## config.mk

```make
export PLATFORM = sky130hd
export DESIGN_NAME = if_id_queue_flat
export DESIGN_NICKNAME = d
export VERILOG_FILES = /design/src/rtl/if_id_queue_if.sv /design/src/rtl/if_id_queue.sv /design/src/flat_wrapper.sv
export SDC_FILE = /design/constraint.sdc
export NUM_CORES = 1
export LEC_CHECK = 0
export BUFFER_PORTS_ARGS = -buffer_cell sky130_fd_sc_hd__buf_2
export CORE_MARGIN = 8
export CORE_UTILIZATION = 30
export CTS_CLUSTER_SIZE = 12
export DETAILED_ROUTE_END_ITERATION = 8
export MAX_ROUTING_LAYER = met4
export PLACE_DENSITY_LB_ADDON = 0.08
export SETUP_SLACK_MARGIN = 0.1
export SKIP_CTS_REPAIR_TIMING = 1
export SLEW_MARGIN = 0
export SYNTH_ARGS = -nofsm -noshare
export SYNTH_HDL_FRONTEND = slang
export SYNTH_SLANG_ARGS = --single-unit
```

## constraint.sdc

```tcl
create_clock -name clk -period 9.05 [get_ports clk]
set_clock_uncertainty 0.1 [all_clocks]
set_input_delay 1.81 -clock clk [delete_from_list [all_inputs] [get_ports clk]]
set_output_delay 1.81 -clock clk [all_outputs]
set_load 0.02 [all_outputs]
```

## src/rtl/if_id_queue_if.sv

```systemverilog
// Fetch/decode handshake bundle for the IF/ID queue, including the
// branch-redirect return path to fetch.
interface if_id_queue_if;
    logic        in_valid;
    logic [31:0] in_pc;
    logic [31:0] in_inst;
    logic        fetch_hold;
    logic        out_valid;
    logic [31:0] out_pc;
    logic [31:0] out_inst;
    logic        out_ready;
    logic        flush_req;
    logic [31:0] flush_offset;
    logic        Br_taken;
    logic [31:0] Br_offset;

    modport master (
        output in_valid, in_pc, in_inst, out_ready, flush_req, flush_offset,
        input  fetch_hold, out_valid, out_pc, out_inst, Br_taken, Br_offset
    );

    modport slave (
        input  in_valid, in_pc, in_inst, out_ready, flush_req, flush_offset,
        output fetch_hold, out_valid, out_pc, out_inst, Br_taken, Br_offset
    );
endinterface

```

## src/rtl/if_id_queue.sv

```systemverilog
// First-word-fall-through queue between fetch and decode; a flush empties it
// and issues a one-cycle redirect pulse back to fetch.
module if_id_queue #(
    parameter int DEPTH = 4,
    parameter int AW    = 2
) (
    input logic          clk,
    input logic          rst,
    if_id_queue_if.slave bus
);

    typedef enum logic {
        IDLE     = 1'b0,
        REDIRECT = 1'b1
    } state_t;

    state_t        state;
    state_t        state_nxt;
    logic [63:0]   mem [DEPTH];
    logic [AW-1:0] wp;
    logic [AW-1:0] rp;
    logic [AW:0]   count;
    logic [31:0]   br_offset_q;
    logic [63:0]   head;
    logic          br_taken;
    logic          full;
    logic          suppress;
    logic          valid;
    logic          push;
    logic          pop;

    // The pair presented during the flush and redirect cycles is wrong-path.
    assign br_taken = (state == REDIRECT);
    assign suppress = bus.flush_req | br_taken;
    assign full     = (count == (AW+1)'(DEPTH));
    assign valid    = (count != '0) & ~suppress;
    assign push     = bus.in_valid & ~full & ~suppress;
    assign pop      = valid & bus.out_ready;
    assign head     = mem[rp];

    assign bus.fetch_hold = full;
    assign bus.out_valid  = valid;
    assign bus.out_pc     = valid ? head[63:32] : 32'h0;
    assign bus.out_inst   = valid ? head[31:0]  : 32'h0;
    assign bus.Br_taken   = br_taken;
    assign bus.Br_offset  = br_offset_q;

    // NOTE: state registers use non-blocking assignments so every flop samples pre-edge values.
    always_ff @(posedge clk or negedge rst) begin
        if (!rst) state <= IDLE;
        else      state <= state_nxt;
    end

    // NOTE: the default assignment first keeps this block free of inferred latches.
    always_comb begin
        state_nxt = state;
        case (state)
            IDLE:     if (bus.flush_req)  state_nxt = REDIRECT;
            REDIRECT: if (!bus.flush_req) state_nxt = IDLE;
            default:  state_nxt = IDLE;
        endcase
    end

    always_ff @(posedge clk or negedge rst) begin
        if (!rst) begin
            wp    <= '0;
            rp    <= '0;
            count <= '0;
        end else if (bus.flush_req) begin
            wp    <= '0;
            rp    <= '0;
            count <= '0;
        end else begin
            if (push) wp <= wp + AW'(1);
            if (pop)  rp <= rp + AW'(1);
            case ({push, pop})
                2'b10:   count <= count + (AW+1)'(1);
                2'b01:   count <= count - (AW+1)'(1);
                default: count <= count;
            endcase
        end
    end

    always_ff @(posedge clk or negedge rst) begin
        if (!rst)               br_offset_q <= '0;
        else if (bus.flush_req) br_offset_q <= bus.flush_offset;
    end

    // NOTE: storage is left unreset; out_valid gating hides stale contents.
    always_ff @(posedge clk) begin
        if (push) mem[wp] <= {bus.in_pc, bus.in_inst};
    end

endmodule
```

## src/flat_wrapper.sv

```systemverilog
// flat-port wrapper written by rule: the top's interface ports become plain ports
module if_id_queue_flat 
#(
    parameter int DEPTH = 4,
    parameter int AW    = 2
)
  (clk, rst, bus_in_valid, bus_in_pc, bus_in_inst, bus_out_ready, bus_flush_req, bus_flush_offset, bus_fetch_hold, bus_out_valid, bus_out_pc, bus_out_inst, bus_Br_taken, bus_Br_offset);
  if_id_queue_if bus_i ();
  input logic clk;
  input logic rst;
  input wire logic [$bits(bus_i.in_valid)-1:0] bus_in_valid;
  input wire logic [$bits(bus_i.in_pc)-1:0] bus_in_pc;
  input wire logic [$bits(bus_i.in_inst)-1:0] bus_in_inst;
  input wire logic [$bits(bus_i.out_ready)-1:0] bus_out_ready;
  input wire logic [$bits(bus_i.flush_req)-1:0] bus_flush_req;
  input wire logic [$bits(bus_i.flush_offset)-1:0] bus_flush_offset;
  output wire logic [$bits(bus_i.fetch_hold)-1:0] bus_fetch_hold;
  output wire logic [$bits(bus_i.out_valid)-1:0] bus_out_valid;
  output wire logic [$bits(bus_i.out_pc)-1:0] bus_out_pc;
  output wire logic [$bits(bus_i.out_inst)-1:0] bus_out_inst;
  output wire logic [$bits(bus_i.Br_taken)-1:0] bus_Br_taken;
  output wire logic [$bits(bus_i.Br_offset)-1:0] bus_Br_offset;
  assign bus_i.in_valid = bus_in_valid;
  assign bus_i.in_pc = bus_in_pc;
  assign bus_i.in_inst = bus_in_inst;
  assign bus_i.out_ready = bus_out_ready;
  assign bus_i.flush_req = bus_flush_req;
  assign bus_i.flush_offset = bus_flush_offset;
  assign bus_fetch_hold = bus_i.fetch_hold;
  assign bus_out_valid = bus_i.out_valid;
  assign bus_out_pc = bus_i.out_pc;
  assign bus_out_inst = bus_i.out_inst;
  assign bus_Br_taken = bus_i.Br_taken;
  assign bus_Br_offset = bus_i.Br_offset;
  if_id_queue #(.DEPTH(DEPTH), .AW(AW)) u_core (.clk(clk), .rst(rst), .bus(bus_i));
endmodule
```

==> out/results.txt <==
The run finished with clean final reports. Across all hold checks on the routed design, the worst slack comes to 398 ps. Busiest metal layer after global routing: met2. Measured along the x axis, the die boundary spans 210 µm. Each instance of the synthesized netlist takes up on average 21.5 µm². The analysis attributes to cell leakage a power of 4.99 nW. Setup violations remaining at the end of the flow were counted as 0.

In this design, the critical path's most frequently occurring cell is sky130_fd_sc_hd__buf_2. Hold violation count in the final report: 0. VDD sags by at most 0.116 mV.

Among all stages on the critical path, the largest delay is contributed by sky130_fd_sc_hd__buf_2. The classification of the worst-slack hold path was flip-flop to flip-flop. The data arrival time of the worst path came out at 3300 ps.

After global routing the overflow that remains totals 0. The clock tree synthesis step divided the H-tree into 2 levels. The number of sinks driven by the clock tree is 296.

The total I/O pin count was 200; the instance count of the mapped netlist was 528. The per-cell via count in the routed design works out to 4.44. The library cell used most frequently in the layout, excluding fill and tap cells, is sky130_fd_sc_hd__edfxtp_1. The run gives 3840 ps as the worst setup slack after layout. For the post-synth design cell area, the log shows 0.0113 mm². Counting I/O delays and the setup requirement, the final critical path takes 5210 ps. The run gives 34 as the number of buffers created by CTS. The run gives 0.373 as the utilization after layout.

The met3 track utilization from global routing was 0.0379; the number of global-route vias before repair was 6709. The global-route track usage on met1 was 0.138. Synthesis instantiated 30 different standard cells from the library. TritonCTS built the clock tree. The net total in the final layout was 848.

Max-cap violations in this run came to 0. Number of cells on the worst hold path: 1. The run gives 0.119 as the global-route total usage across every layer. The floorplan step defined a core boundary enclosing 0.0375 mm². For the pin with the worst max-slew slack, the measured transition is 1100 ps. For the final routed database, the setup TNS stands at 0 ps.

The first TritonRoute pass finished after 4 iterations. Along the worst path, the maximum fanout reaches 44. Share of flip-flops with an asynchronous set or reset after synthesis: 0.135. When the netlist entered floorplanning its net count stood at 634. The floorplan die area is 0.0443 mm², and the number of flops mapped to enable cells by yosys is 256. Initial antenna violation count: 5. The critical path in this run is classified as primary input to output pin. The post-synthesis sequential area ratio came out at 0.766. On the worst path, the slowest cell contributes a delay of 690 ps. The period utilization is 0.575, and the area overhead of the layout relative to synthesis is 23.4%. The tools report the met2 track utilization from global routing as 0.200. For the worst setup path, the data required time is 7140 ps.

For this block, the initial DRC count from the detailed router was 275. The HPWL after detailed placement is 15700 µm. The count of final max-slew check failures is 0. The count of nets left with antenna violations once routing finished came out at 0.

The count of port buffers added during placement was 199. The routability congestion estimate is 0.697. The library cells used most frequently in the layout, excluding fill and tap cells, are sky130_fd_sc_hd__edfxtp_1 (256), sky130_fd_sc_hd__buf_2 (199), sky130_fd_sc_hd__mux4_2 (64), sky130_fd_sc_hd__and2_1 (64), sky130_fd_sc_hd__dfrtp_1 (38). Setup repair after global routing left no endpoint under its margin.

The clock-pin slew reported for the worst setup and hold paths after clock tree synthesis was 50 ps; the worst-skew pair later-pin latency was 490 ps. After synthesis the netlist holds a flip-flop and latch count of 296. The type of element capturing the critical path is an output pin. The tools report the initial standard-cell utilization of the core as 0.303. The fraction of final layout cells sized beyond drive strength 1 was 0.462; the row count was 71.

The wire length of the first global-routing pass is 39200 µm. The total of warnings raised by yosys came out at 0. The clock root buffer master was sky130_fd_sc_hd__clkbuf_16. The count of cells along the worst register-to-register path is 4. The most used flip-flop cell after synthesis was sky130_fd_sc_hd__edfxtp_1.

The height of the die came out at 210 µm. The signal on the critical path passes through buf_2 -> nor3_2 -> buf_4 -> and2_1 -> buf_2. Detailed routing inserted a total of 5697 vias.

STA classifies the critical path startpoint as a primary input. Entering global routing, the biggest net connects 66 pins. After detailed routing, the total wire length is 25700 µm. The maximum clock rate is 192 MHz. The mean routed wirelength per cell was 20.1 µm. The relative max-transition margin was 0.265.

For this design the ratio of total power to cell area is 219 mW/mm². The number of design rule violations left after detail routing came out at 0. The longest clock path from root to sink contains 3 buffers.

The overall power consumption was 3.07 mW; the worst slack after detailed placement was 3770 ps.
[per-stage QoR]
| stage | cell area (µm²) | instances |
|---|---|---|
| final | 14000 | 1282 |
| after global routing | 14000 | 1282 |
| after floorplan | 11300 | 528 |
| after detailed placement | 12900 | 1217 |
| after CTS | 14000 | 1277 |
| after global placement | 12900 | 1217 |
[cells in the mapped netlist, drive strengths merged, types with 2 or more instances]
cell	number	area, µm²
mux2	34	387
o21ai	2	10.0
or3b	2	20.0
nand2	2	7.51
mux4	64	1440
inv	3	11.3
xnor2	3	26.3
and2	68	425
clkbuf	18	67.6
buf	8	46.3
nor4	3	18.8
edfxtp	256	7690
nor3	4	20.0
nor2	7	28.8
a21oi	2	21.3
ha	4	50.1
dfrtp	40	1000
[area by class of cell]
class	instances	area, µm²
antenna	5	12.5
clock buffer	47	921
clock inverter	13	135
fill	3564	23500
inverter	3	11.3
multi-input combinational	203	2540
sequential	296	8700
tap	511	639
timing repair buffer	204	1030
[worst paths after layout]
| kind | from | to | slack (ps) |
|---|---|---|---|
| min reg2reg | u_core.bus.Br_offset[7]$_DFFE_PN0P_ | u_core.bus.Br_offset[7]$_DFFE_PN0P_ | 400 |
| max reg2reg | u_core.bus.Br_taken$_DFF_PN0_ | u_core.mem[1][58]$_DFFE_PP_ | 6270 |
| max in group asynchronous | rst | u_core.rp[0]$_DFFE_PN0P_ | 6820 |
| max | bus_flush_req | bus_out_pc[16] | 3840 |
| min | u_core.bus.Br_offset[7]$_DFFE_PN0P_ | u_core.bus.Br_offset[7]$_DFFE_PN0P_ | 400 |
| min in group asynchronous | rst | u_core.bus.Br_offset[15]$_DFFE_PN0P_ | 1350 |
[registers in the layout, summed over array words and instances, names as in the netlist]
| register | count |
|---|---|
| u_core.mem | 256 |
| u_core.bus.Br_offset | 32 |
| u_core.count | 3 |
| u_core.rp | 2 |
| u_core.wp | 2 |
| u_core.bus.Br_taken | 1 |
[critical path, delay by kind of cell]
family / cells / cell delay [ps]
buf+inv: 3 / 1130
simple gates: 2 / 330
[per-layer routing]
metal / up-vias / part of all wire
met5: - / 0
met1: 2921 / 0.43
met2: 181 / 0.49
met3: 39 / 0.069
met4: 0 / 0.020
li1: 2556 / -
[where the power goes]
group | switching, mW | internal (mW) | total (mW) | leakage [nW]
Combinational | 0.126 | 0.0926 | 0.219 | 1.69
Clock | 0.514 | 0.795 | 1.31 | 0.511
Sequential | 0.0214 | 1.52 | 1.54 | 2.79
[logic make-up after synthesis]
| family | Yosys count | synth area share |
|---|---|---|
| flops | 296 | 0.766 |
| mux | 99 | 0.162 |
| simple gates | 89 | 0.0477 |
| buf+inv | 29 | 0.0110 |
| compound gates | 7 | 0.00485 |
| fa+ha+maj | 5 | 0.00618 |
| xor+xnor | 3 | 0.00232 |
Note: power is estimated with default switching activity, not from simulation.
